$ cat config.mk
export PLATFORM = sky130hd
export DESIGN_NAME = alu_scheduler
export DESIGN_NICKNAME = d
export VERILOG_FILES = /design/src/rtl/alu_scheduler.sv
export SDC_FILE = /design/constraint.sdc
export NUM_CORES = 1
export LEC_CHECK = 0
export CORE_MARGIN = 2
export CORE_UTILIZATION = 47
export CTS_CLUSTER_DIAMETER = 60
export DETAILED_ROUTE_END_ITERATION = 12
export GPL_ROUTABILITY_DRIVEN = 0
export PLACE_DENSITY = 0.79
export RECOVER_POWER = 50
export SYNTH_ARGS = -nofsm -noshare
export SYNTH_HDL_FRONTEND = slang
export SYNTH_SLANG_ARGS = --single-unit
export TNS_END_PERCENT = 20
$ cat constraint.sdc
create_clock -name clk -period 3 [get_ports clk]
set_clock_uncertainty 0.15 [all_clocks]
set_input_delay 0.6 -clock clk [delete_from_list [all_inputs] [get_ports clk]]
set_output_delay 0.6 -clock clk [all_outputs]
set_load 0.05 [all_outputs]
$ cat src/rtl/alu_scheduler.sv
// alu_scheduler
//   Two-requester round-robin front end for a bit-serial 4-bit ALU.
//   A granted request is executed LSB first through a single 1-bit slice,
//   one bit per clock, with a carry flop between bits. The result is then
//   announced with a one-cycle res_valid pulse.
//
//   state | meaning
//   IDLE  | arbitrate; ready goes to the granted requester; transfer on valid&ready
//   EXEC  | process bit bit_cnt (0..3) of the latched operands
//   DONE  | res_valid pulse, then back to IDLE
//
// Ports
//   clk, rst                 clock, asynchronous active-high reset
//   reqN_valid/op/a/b/cin    request from requester N (N = 0, 1)
//   reqN_ready               combinational accept for requester N (IDLE only)
//   res_valid                one-cycle result strobe
//   res_id, res_y, res_cout  registered result owner, word and carry-out
module alu_scheduler (
  input  logic       clk,
  input  logic       rst,
  input  logic       req0_valid,
  input  logic [2:0] req0_op,
  input  logic [3:0] req0_a,
  input  logic [3:0] req0_b,
  input  logic       req0_cin,
  output logic       req0_ready,
  input  logic       req1_valid,
  input  logic [2:0] req1_op,
  input  logic [3:0] req1_a,
  input  logic [3:0] req1_b,
  input  logic       req1_cin,
  output logic       req1_ready,
  output logic       res_valid,
  output logic       res_id,
  output logic [3:0] res_y,
  output logic       res_cout
);

  typedef enum logic [1:0] {IDLE, EXEC, DONE} state_t;

  state_t     state, state_nxt;
  logic       last_grant;
  logic       grant_id;
  logic       transfer;
  logic [2:0] op_q;
  logic [3:0] a_q, b_q;
  logic       id_q;
  logic       carry;
  logic [1:0] bit_cnt;
  logic       ai, bi;
  logic       slice_y, slice_c;

  // Arbitration, handshake and next state.
  always_comb begin
    state_nxt  = state;
    grant_id   = 1'b0;
    transfer   = 1'b0;
    req0_ready = 1'b0;
    req1_ready = 1'b0;
    res_valid  = 1'b0;
    // On a tie, the requester not granted last wins; otherwise the lone one.
    if (req0_valid && req1_valid) grant_id = ~last_grant;
    else                          grant_id = req1_valid;
    case (state)
      IDLE: begin
        // Ready is held low while reset is asserted even though state is IDLE.
        transfer   = (req0_valid || req1_valid) && !rst;
        req0_ready = transfer && !grant_id;
        req1_ready = transfer && grant_id;
        if (transfer) state_nxt = EXEC;
      end
      EXEC: if (bit_cnt == 2'd3) state_nxt = DONE;
      DONE: begin
        res_valid = 1'b1;
        state_nxt = IDLE;
      end
      default: state_nxt = IDLE;
    endcase
  end

  // The single 1-bit ALU slice.
  always_comb begin
    ai      = a_q[bit_cnt];
    bi      = b_q[bit_cnt];
    slice_y = 1'b0;
    slice_c = carry;
    case (op_q)
      3'b000: slice_y = ai | bi;
      3'b001: slice_y = ai & bi;
      3'b010: slice_y = ~ai;
      3'b011: slice_y = ~(ai | bi);
      3'b100: slice_y = ~(ai & bi);
      3'b101: slice_y = ai;
      default: begin
        slice_y = ai ^ bi ^ carry;
        slice_c = (ai & bi) | (carry & (ai ^ bi));
      end
    endcase
  end

  always_ff @(posedge clk or posedge rst) begin
    if (rst) begin
      state      <= IDLE;
      last_grant <= 1'b1;
      op_q       <= 3'b000;
      a_q        <= 4'b0000;
      b_q        <= 4'b0000;
      id_q       <= 1'b0;
      carry      <= 1'b0;
      bit_cnt    <= 2'd0;
      res_id     <= 1'b0;
      res_y      <= 4'b0000;
      res_cout   <= 1'b0;
    end else begin
      state <= state_nxt;
      if (transfer) begin
        last_grant <= grant_id;
        id_q       <= grant_id;
        bit_cnt    <= 2'd0;
        if (grant_id) begin
          op_q  <= req1_op;
          a_q   <= req1_a;
          b_q   <= req1_b;
          carry <= (req1_op == 3'b111) ? req1_cin : 1'b0;
        end else begin
          op_q  <= req0_op;
          a_q   <= req0_a;
          b_q   <= req0_b;
          carry <= (req0_op == 3'b111) ? req0_cin : 1'b0;
        end
      end else if (state == EXEC) begin
        res_y[bit_cnt] <= slice_y;
        carry          <= slice_c;
        bit_cnt        <= bit_cnt + 2'd1;
        if (bit_cnt == 2'd3) begin
          res_id   <= id_q;
          res_cout <= (op_q[2:1] == 2'b11) ? slice_c : 1'b0;
        end
      end
    end
  end

endmodule

# Word level (Yosys, flattened, before mapping)
# Index checks and enable logic that the tools add are counted.
# word_totals
inputBits	28
wordCells	81
reg_bits	24
out_inout_bits	9
# op_classes
n_reduce_logical	15
order_cmp	2
add_sub_neg	1
n_eq_ne	13
bitwise_logic	11
muxes	28
# op_table
op	n
$mux 1	15
$eq 3x3->1 const B	4
$mux 2	4
$mux 4	2
$eq 2x2->1 const B	3
$eq 3x2->1 const B	2
$pmux 1 s6	1
$reduce_or 6->1	1
$logic_and 1x1->1	5
$not 1->1	5
$bmux 1 s2	2
$bwmux 4	1
$ne 2x2->1 const B	2
$pmux 2 s2	1
$reduce_and 2->1	2
$eq 3x1->1 const B	1
$logic_not 3->1	1
$lt 2x3->1 const B	1
$mux 3	1
$reduce_and 3->1	1
$add 2x1->2 const B	1
$and 1x1->1	2
$demux 1 s2	1
$eq 2x1->1 const B	1
other kinds (7)	10

# Longest topological paths before layout
# depth
ltp_word	8
depth_mapped	7
ltp_nobuf	7

# Worst setup path before layout
# No wires, ideal clock.
# synth_timing
kind	input to output
start	in rst
end	out req0_ready
stages	5
required_time_ns	2.250
path_slack_ns	0.108
n_path_buf	2
arrival_time_ns	2.142
cell_sequence	o21bai_1 or3_1 clkbuf_1 clkbuf_1 nor2_1
# synth_via
elab_chain_cells	4
# synth_lines
element	line_no	text
from (decl)	20	input logic rst,
$logic_not 1->1 (no line)	--	
$logic_and 1x1->1	67	transfer = (req0_valid || req1_valid) && !rst;
$logic_and 1x1->1	68	req0_ready = transfer && !grant_id;
$mux 1	64	case (state)
to (decl)	26	output logic req0_ready,
# Every way passes these cells.

# Worst setup path after layout
# layout_timing
start	in req1_valid
end	out req1_ready
# layout_via
elab_chain_cells	4
elab_cells_between_ends	6
# layout_lines
element	line_no	text
from (decl)	27	input logic req1_valid,
$logic_and 1x1->1 or $logic_or 1x1->1 (tied branches)	62, 67	
$mux 1 or $logic_and 1x1->1 (tied branches)	62, 67	
$logic_and 1x1->1 (*)	69	req1_ready = transfer && grant_id;
$mux 1 (*)	64	
to (decl)	32	output logic req1_ready,
# Mark *: on every way between the ends. The rest lies on a longest branch, timed or not.

==> impl_metrics.toml <==
[outcome]
status = "finished clean"

[clock_tree]
cts_tree = "built"
clkSinkCount = 24
cts.htree.levels = 1
postCtsSetupBuffers = 0
insertion_delay_ns = 0.33
clock_path_buffers = 2
cts_resized = 0
root_buffer = "clkbuf_4"
cts_hold_buffers = 0
path_clk_slew_ns = 0.13
numCtsBuffers = 3

[timing]
fin_crit_sh = 0.931
max_slew_margin = 0.392
slew_viol_final = 0
tns_ns = 0
fin_crit_ns = 2.79
setup-violations-final = 0
fin_ws_ns = 0.207
finalHoldViolations = 0
worst_pin_slew_ns = 0.911
rsz0062_at_grt = "no"
finalHoldWorstSlack_ns = 0.339
fmax_mhz = 358

[detailed_routing]
post-route-drc-count = 0
ant_nets = 0
totalWireLength_mm = 2.67
routed_via_density = 5.52
routedWlPerCell_um = 14.0
drtIter0Drc = 19
vias = 1055
dr.pass1.iters = 4

[setup_path]
reg2reg_to = "res_y[0]"
cp_max_fo = 4
r2r_slack_ns = 0.36
r2r-start = "bit_cnt[0]"
critPathRequiredTime_ns = 2.25
cp.arrival_ns = 2.04
ff2ff_path_depth = 7
crit_type = "in2out"
startpoint_type = "input pin"
critPathCaptureType = "primary output"

[job]
max_cap_viol_count = 0

[synth]
synth_cell_type_count = 33
synth_cells = 123
syn-num-nets = 158
synth_area_sq_um = 1320
synth.top_cells.by_area = "dfrtp_1, mux2i_1, ha_1"
synth_top_area_share = 0.436
yosysTopAreaCell = "dfrtp_1"
yosysSeqAreaShare = 0.456
avgSynthCellArea_sq_um = 10.7
synth_seq_cells = 24
yosys_warnings = 0

[cells_and_area]
area_growth_pct = 34.4
finalInstanceArea_sq_um = 1770
drive_above_1_share = 0.0938
diodes = 0
final_net_count = 196

[min_path]
holdPathStages = 2
hold_path_end = "a_q[2]"
hp-start = "a_q[2]"
holdCritPathClass = "reg2reg"

[die]
core_area_sq_um = 2710
start_util = 0.487
die_area_sq_um = 3250
chipWidth_um = 57.0
die_height_um = 57.0
ios = 37
placementRows = 19

[global_route]
antenna_found_initial = 0
grt_max_degree = 25
grt_pass1_wl_mm = 4.71
grt_use_total = 0.184
grt_pass1_vias = 1131
overflow = 0

[power_and_ir_drop]
leakagePower_nw = 0.812
max-vdd-ir-drop_v = 0.000687
power-per-cell-area_nw_per_um2 = 1000
total_power_mw = 1.78

[placement]
hpwl_mm = 2.14
post-place-ws_ns = 0.214
placed_area_sq_um = 1730
port_buffers = 36
layout make-up:
| cell class | count | area (sq um) |
|---|---|---|
| clock buffer | 3 | 22.5 |
| clock inverter | 1 | 30.0 |
| fill | 228 | 936 |
| inverter | 8 | 30.0 |
| multi-input combinational | 85 | 664 |
| sequential | 24 | 602 |
| tap | 31 | 38.8 |
| timing repair buffer | 39 | 387 |
cells in the mapped netlist:
cell	count
and3_1	1
a21o_1	3
o22ai_1	1
a31oi_1	1
dfrtp_1	23
clkbuf_1	5
nand2b_1	1
mux2i_1	14
and4_4	1
nor2_1	3
nand2_1	13
ha_1	6
o21ai_0	13
o21bai_1	2
a21oi_1	4
nor3_1	1
nand4_1	2
buf_2	1
a211oi_4	1
mux2_2	2
mux4_2	1
mux4_1	1
a21boi_1	1
inv_1	8
o32a_2	1
and2_1	2
nor2b_1	3
o311a_1	1
dfstp_2	1
or3_1	1
fa_1	1
a22o_1	1
a41oi_1	3
per-layer routing:
layer	up-vias	part of all wire	GRT usage	wire length (um)
met5	-	0	0	0
met4	0	0.020	0.0631	53
li1	513	-	-	-
met1	508	0.39	0.209	1060
met3	7	0.047	0.0317	126
met2	27	0.54	0.345	1440
cells by family after synthesis:
logic type               share of synthesized area
multiplexers                                 0.160
flip-flops                                   0.456
buffers and inverters                       0.0408
AO/OA/AOI/OAI                                0.166
adder cells (fa/ha/maj)                     0.0720
AND/OR/NAND/NOR                              0.105
power by group:
part / total, mW / internal [mW] / switching, mW
registers: 0.599 / 0.474 / 0.124
logic: 0.942 / 0.416 / 0.526
clock network: 0.238 / 0.135 / 0.103
worst max-delay path by stage:
stage                 endpoint  slack (ns)  cells after the start       start
finish              req1_ready        0.21                      5  req1_valid
detailed placement  req1_ready        0.21                      5         rst
floorplan           req0_ready        0.11                      5         rst
global placement    req1_ready        0.24                      5         rst
global route        req1_ready        0.14                      5         rst
CTS                 req1_ready        0.21                      5         rst
worst max-delay path, cell delays in order:
cell             delay [ns]
clkdlybuf4s50_1        0.49
o21bai_1               0.09
or3_1                  0.37
nor2b_1                0.31
buf_12                 0.18
per-stage QoR:
| step | cells | util |
|---|---|---|
| after global routing | 191 | 0.655 |
| final | 191 | 0.655 |
| after detailed placement | 187 | 0.637 |
| after CTS | 191 | 0.656 |
| after floorplan | 123 | - |
| after global placement | 187 | 0.637 |
cell usage in the layout (no fill, tap or decap), drive strengths merged, types with 2 or more instances in the layout:
cell,count
nor2b,3
inv,8
buf,4
nor2,3
o21ai,13
a21oi,4
mux4,2
a41oi,3
nand2,13
o21bai,2
clkbuf,4
clkdlybuf4s50,34
and2,2
mux2,2
dfrtp,23
mux2i,14
a21o,3
nand4,2
ha,6
flip-flops by register name (all words and copies together), names as in the netlist:
signal	count
res_y	4
carry	1
id_q	1
bit_cnt	2
state	2
last_grant	1
b_q	4
a_q	4
res_cout	1
res_id	1
op_q	3
Note: power is estimated with default switching activity, not from simulation.
